### config.mk
export PLATFORM = sky130hd
export DESIGN_NAME = instr_fetch_unit
export DESIGN_NICKNAME = d
export VERILOG_FILES = /design/src/rtl/instr_fetch_unit.sv
export SDC_FILE = /design/constraint.sdc
export NUM_CORES = 1
export LEC_CHECK = 0
export ABC_AREA = 1
export CAP_MARGIN = 20
export CORE_ASPECT_RATIO = 0.7
export CORE_MARGIN = 2
export CORE_UTILIZATION = 48
export DETAILED_ROUTE_END_ITERATION = 8
export PLACE_DENSITY = 0.82
export SYNTH_ARGS = -nofsm -noshare
export SYNTH_HDL_FRONTEND = slang
export SYNTH_SLANG_ARGS = --single-unit
### constraint.sdc
create_clock -name clk -period 2.5 [get_ports clk]
set_input_delay 0.5 -clock clk [delete_from_list [all_inputs] [get_ports clk]]
set_output_delay 0.5 -clock clk [all_outputs]
set_load 0.05 [all_outputs]
### src/rtl/instr_fetch_unit.sv
// Instruction fetch unit: holds the PC and requests one 32-bit word at a time
// from instruction memory. It latches the word into an instruction register
// and hands it downstream with a valid/ready handshake.
// A redirect (pc_load) issued mid-request discards the stale response.
// If the memory does not acknowledge within ACK_TIMEOUT request cycles, the
// unit enters a sticky fault state.
// Optional feature macro: MISALIGN_TRAP_EN. When it is defined, a fetch whose
// target address is not 4-byte aligned faults instead of issuing a request.
module instr_fetch_unit #(
    parameter logic [63:0] RESET_PC    = 64'h0,
    parameter int unsigned ACK_TIMEOUT = 16
) (
    input  logic        clk,
    input  logic        reset,
    input  logic        fetch_en,
    input  logic        pc_load,
    input  logic [63:0] pc_in,
    output logic        mem_req,
    output logic [63:0] mem_addr,
    input  logic        mem_ack,
    input  logic [31:0] mem_rdata,
    output logic        instr_valid,
    input  logic        instr_ready,
    output logic [31:0] instruction,
    output logic [6:0]  opcode,
    output logic [4:0]  rd,
    output logic [2:0]  funct3,
    output logic [4:0]  rs1,
    output logic [4:0]  rs2,
    output logic [63:0] pc_out,
    output logic        fault
);

    localparam logic [1:0] S_IDLE  = 2'd0;
    localparam logic [1:0] S_REQ   = 2'd1;
    localparam logic [1:0] S_VALID = 2'd2;
    localparam logic [1:0] S_FAULT = 2'd3;

    localparam logic [8:0] TIMEOUT = 9'(ACK_TIMEOUT);

`ifdef MISALIGN_TRAP_EN
    localparam bit TRAP_EN = 1'b1;
`else
    localparam bit TRAP_EN = 1'b0;
`endif

    logic [1:0]  state;
    logic [63:0] pc;
    logic [63:0] pc_held;
    logic [31:0] ir;
    logic        flush;
    logic [7:0]  wait_cnt;
    logic        fault_q;
    logic [8:0]  wait_next;
    logic [63:0] pc_plus4;

    // A target may be fetched unless the misalignment trap rejects it.
    function automatic logic can_enter(input logic [1:0] low_bits);
        return !TRAP_EN || (low_bits == 2'b00);
    endfunction

    // Next wait count and sequential PC.
    always_comb begin
        wait_next = {1'b0, wait_cnt} + 9'd1;
        pc_plus4  = pc + 64'd4;
    end

    // Fetch FSM together with its PC, instruction register and timeout counter.
    always_ff @(posedge clk) begin
        if (reset) begin
            state    <= S_IDLE;
            pc       <= RESET_PC;
            pc_held  <= RESET_PC;
            ir       <= '0;
            flush    <= 1'b0;
            wait_cnt <= '0;
            fault_q  <= 1'b0;
        end else begin
            case (state)
                S_IDLE: begin
                    if (pc_load) begin
                        pc       <= pc_in;
                        state    <= can_enter(pc_in[1:0]) ? S_REQ : S_FAULT;
                        fault_q  <= !can_enter(pc_in[1:0]);
                        wait_cnt <= '0;
                        flush    <= 1'b0;
                    end else if (fetch_en) begin
                        state    <= can_enter(pc[1:0]) ? S_REQ : S_FAULT;
                        fault_q  <= !can_enter(pc[1:0]);
                        wait_cnt <= '0;
                        flush    <= 1'b0;
                    end
                end
                S_REQ: begin
                    if (pc_load) begin
                        // The redirect restarts the timeout for the new
                        // address. An ack in the same cycle belongs to the
                        // old address, so no later ack needs discarding.
                        pc       <= pc_in;
                        wait_cnt <= '0;
                        flush    <= !mem_ack;
                        if (!can_enter(pc_in[1:0])) begin
                            state   <= S_FAULT;
                            fault_q <= 1'b1;
                            flush   <= 1'b0;
                        end
                    end else if (mem_ack) begin
                        wait_cnt <= '0;
                        if (flush) begin
                            flush <= 1'b0;
                        end else begin
                            ir      <= mem_rdata;
                            pc_held <= pc;
                            state   <= S_VALID;
                        end
                    end else begin
                        wait_cnt <= wait_next[7:0];
                        if (wait_next >= TIMEOUT) begin
                            state   <= S_FAULT;
                            fault_q <= 1'b1;
                            flush   <= 1'b0;
                        end
                    end
                end
                S_VALID: begin
                    if (pc_load) begin
                        pc       <= pc_in;
                        state    <= can_enter(pc_in[1:0]) ? S_REQ : S_FAULT;
                        fault_q  <= !can_enter(pc_in[1:0]);
                        wait_cnt <= '0;
                        flush    <= 1'b0;
                    end else if (instr_ready) begin
                        pc <= pc_plus4;
                        if (fetch_en) begin
                            state    <= can_enter(pc_plus4[1:0]) ? S_REQ : S_FAULT;
                            fault_q  <= !can_enter(pc_plus4[1:0]);
                            wait_cnt <= '0;
                            flush    <= 1'b0;
                        end else begin
                            state <= S_IDLE;
                        end
                    end
                end
                S_FAULT: begin
                    if (pc_load) begin
                        pc       <= pc_in;
                        state    <= can_enter(pc_in[1:0]) ? S_REQ : S_FAULT;
                        fault_q  <= !can_enter(pc_in[1:0]);
                        wait_cnt <= '0;
                        flush    <= 1'b0;
                    end
                end
                default: state <= S_IDLE;
            endcase
        end
    end

    // Outputs decoded from state and the instruction register.
    always_comb begin
        mem_req     = (state == S_REQ);
        instr_valid = (state == S_VALID);
        mem_addr    = TRAP_EN ? pc : {pc[63:2], 2'b00};
        instruction = ir;
        opcode      = ir[6:0];
        rd          = ir[11:7];
        funct3      = ir[14:12];
        rs1         = ir[19:15];
        rs2         = ir[24:20];
        pc_out      = pc_held;
        fault       = fault_q;
    end

endmodule
==> summary.md <==
| Metric | Value |
|---|---|
| Cts repair resizes | 0 |
| First-pass GRT wire length | roughly 54000 um |
| CP Capture Type | output pin |
| Crit start category | register |
| Layout cells sized above 1 | under 10% |
| Die Span Y | around 120 um |
| Final GP Congestion | a little over 1 |
| DR pass1 iterations | 7 |
| Initial antenna violation count | 0 |
| Yosys warnings | 0 |
| CTS max path bufs | 2 |
| Slew margin rel. | a little under three fifths |
| Worst reg2reg path depth | 11 |
| Fin. Hold Viols | 0 |
| # port buffers | 287 |
| Crit path time final | approximately 2400 ps |
| Starting Density | 48.6% |
| CTS tree | yes |
| Synth cell types | 40 |
| Ant. Diodes | 0 |
| Area of the core | between 15000 and 20000 um^2 |
| H-tree lvl count | 4 |
| Worst Skew | between 10 and 15 ps |
| IO Count | 290 |
| Worst EP arrival | between 1500 and 2000 ps |
| RR Endpoint | pc[38]$_SDFFE_PP0P_ |
| Via density | 5.43 |
| Hold WS | roughly 480 ps |
| Post-synth EDFFs | 0 |
| Crit Path Class | reg2out |
| Setup violators final | 0 |
| CP startpoint | state[0]$_SDFFE_PP0P_ |
| Hold wc startpoint | wait_cnt[7]$_SDFFE_PP0P_ |
| Fillers | approximately 1.7k |
| Buf+Inv Stages, Crit Path | 2 |
| Final WL | 35800 um |
| Sequential share of the synthesized area | 36.0% |
| Final period utilization | between 90% and 100% |
| DRC | 0 |
| Global-route usage over all layers | around a third |
| Clock Latency Late Sink | 440 ps |
| Yosys top cell area share | between 30% and 40% |
| Max Cap Viol | 0 |
| Root buffer cell | clkbuf_16 |
| Worst-path clk slew | approximately 80 ps |
| Mapped Area | 9570 um^2 |
| Largest net degree at the start of global routing | 111 |
| Grt total ovfl | 0 |
| Area Growth Syn to Fin | 33.9% |
| Post-CTS setup buffer count | 0 |
| P per Cell Area | between 700 and 800 nW/um^2 |
| R2r startpoint | pc[8]$_SDFFE_PP0P_ |
| RSZ-0062 raised after global routing | false |
| DR WL/cell | 18.5 um |
| Total CTS buffers | 17 |
| Hold-critical path endpoint | wait_cnt[7]$_SDFFE_PP0P_ |
| Vias | roughly 11k |
| Remaining antenna violation count | 0 |
| Mapped Cells | 1466 |
| CP top delay family | buffers and inverters |
| Largest area contributor in the netlist | dfxtp_1 |
| Sinks on the clock net | between 150 and 200 |
| CP max-delay cell | clkdlybuf4s50_1 |
| Most used DFF post-synth | dfxtp_1 |
| Full die area | ~21000 um^2 |
| Peak VDD IR | approximately 440 uV |
| Synth Area per Inst | between 6 and 7 um^2 |
| Synth Register Bits | around 170 |
| Fmax | ~420 MHz |
| Die width | 173 um |
| WP depth | 3 |
| Hold depth | 2 |
| Hpwl dp | between 20000 and 30000 um |
| Ys async rst share | 0% |
| Pleak | a little over 5 nW |
| Most common cell after layout, fill and taps aside | clkdlybuf4s50_1 |
| Outcome | finished clean |
| Commonest cells after routing, fill and taps aside | clkdlybuf4s50_1 (287), nor2_1 (272), nand2_1 (269), dfxtp_1 (172), o21ai_0 (158) |
| Flop2flop setup slack | approximately 320 ps |
| Max-slew violations | 0 |
| Worst-Margin Slew | 644 ps |
| Synth top area cells | dfxtp_1 (36%), nor2_1 (11%), nand2_1 (11%) |
| Number of global-route vias before repair | between 9k and 10k |
| Crit-path cells | inv_1 -> ha_1 -> clkdlybuf4s50_1 |
| CP Max Fanout | 3 |
| # rows | 43 |
| Max incr delay on CP | between 800 and 900 ps |
| HP Class | reg2reg |
| WP data required | 2000 ps |
| Iteration-0 DRC Markers | 1219 |
| Final setup TNS | 0 ps |
| Util after Layout | between 60% and 70% |
| Final nets | about 1.8k |
| Hold buffer count at cts | 0 |
-- per-stage QoR --
stage	worst slack, ps	power, mW	cell area, um^2	instances
after global placement	257	6.98	12200	1908
after detailed placement	194	7.03	12200	1908
after CTS	97.1	9.83	12800	1939
final	107	9.86	12800	1939
after floorplan	326	5.87	9570	1467
after global routing	64.2	10.2	12800	1939
-- registers in the layout, summed over array words and instances, names as in the netlist --
signal,cells
pc,64
pc_out,64
wait_cnt,8
fault,1
state,2
instruction,32
flush,1
-- cells by family after synthesis --
group	count (synthesis)	share of synthesized area, %
XOR/XNOR	4	0.366
buffers and inverters	290	15.1
AND/OR/NAND/NOR	674	29.5
AO/OA/AOI/OAI	319	18.3
other	1	0.0392
adder cells (fa/ha/maj)	6	0.784
flip-flops	172	36.0
-- worst min-delay path, stage by stage, from the launching register on --
cell     delay, ps
dfxtp_1        320
nand2_1         60
a21oi_1         60
-- synthesized netlist by cell type (2+ instances only) --
cell type and instances:
nand2_2 6, or2_0 2, nand4_1 12, o21a_1 2
nand2_4 2, a211oi_1 9, o221ai_1 25, xor2_1 4
buf_2 14, nor3_1 14, nor3_2 2, buf_4 89
a21oi_1 113, nor2_4 6, inv_1 136, clkbuf_1 48
nor2_2 4, o21ai_0 158, dfxtp_1 172, nand3_1 74
or2_2 2, nand2_1 270, o211ai_1 7, nor4_1 2
nor2_1 273, ha_1 6
-- report_power, final --
part	switching [mW]	internal, mW	total [mW]
combinational	2.40	1.17	3.56
sequential	0.369	3.09	3.46
clock	1.24	1.60	2.84
total	4.01	5.86	9.86
-- routing by layer --
| layer | global-route usage (%) | part of all wire [%] | vias to the layer above |
|---|---|---|---|
| met3 | 6.68 | 9.2 | 55 |
| met4 | 8.26 | 1.6 | 0 |
| met5 | 0 | 0 | - |
| met1 | 47.7 | 46 | 4844 |
| met2 | 49.3 | 43 | 554 |
| li1 | - | - | 5067 |
-- area by class of cell --
cell class	count	area (um^2)	area share, %
multi-input cells	1005	4700	36.7
flip-flops and latches	172	3440	26.9
repair buffers	324	3210	25.1
inverters	137	515	4.02
clock buffers	18	429	3.35
well taps	270	338	2.64
clock inverters	13	179	1.40
-- how the worst max path moves through the flow --
stage,endpoint
after detailed placement,wait_cnt[0]$_SDFFE_PP0P_
final,instr_valid
after global placement,pc[6]$_SDFFE_PP0P_
after CTS,instr_valid
after floorplan,instruction[0]$_SDFFE_PP0P_
after global routing,instr_valid
(Power assumes the default switching activity.)
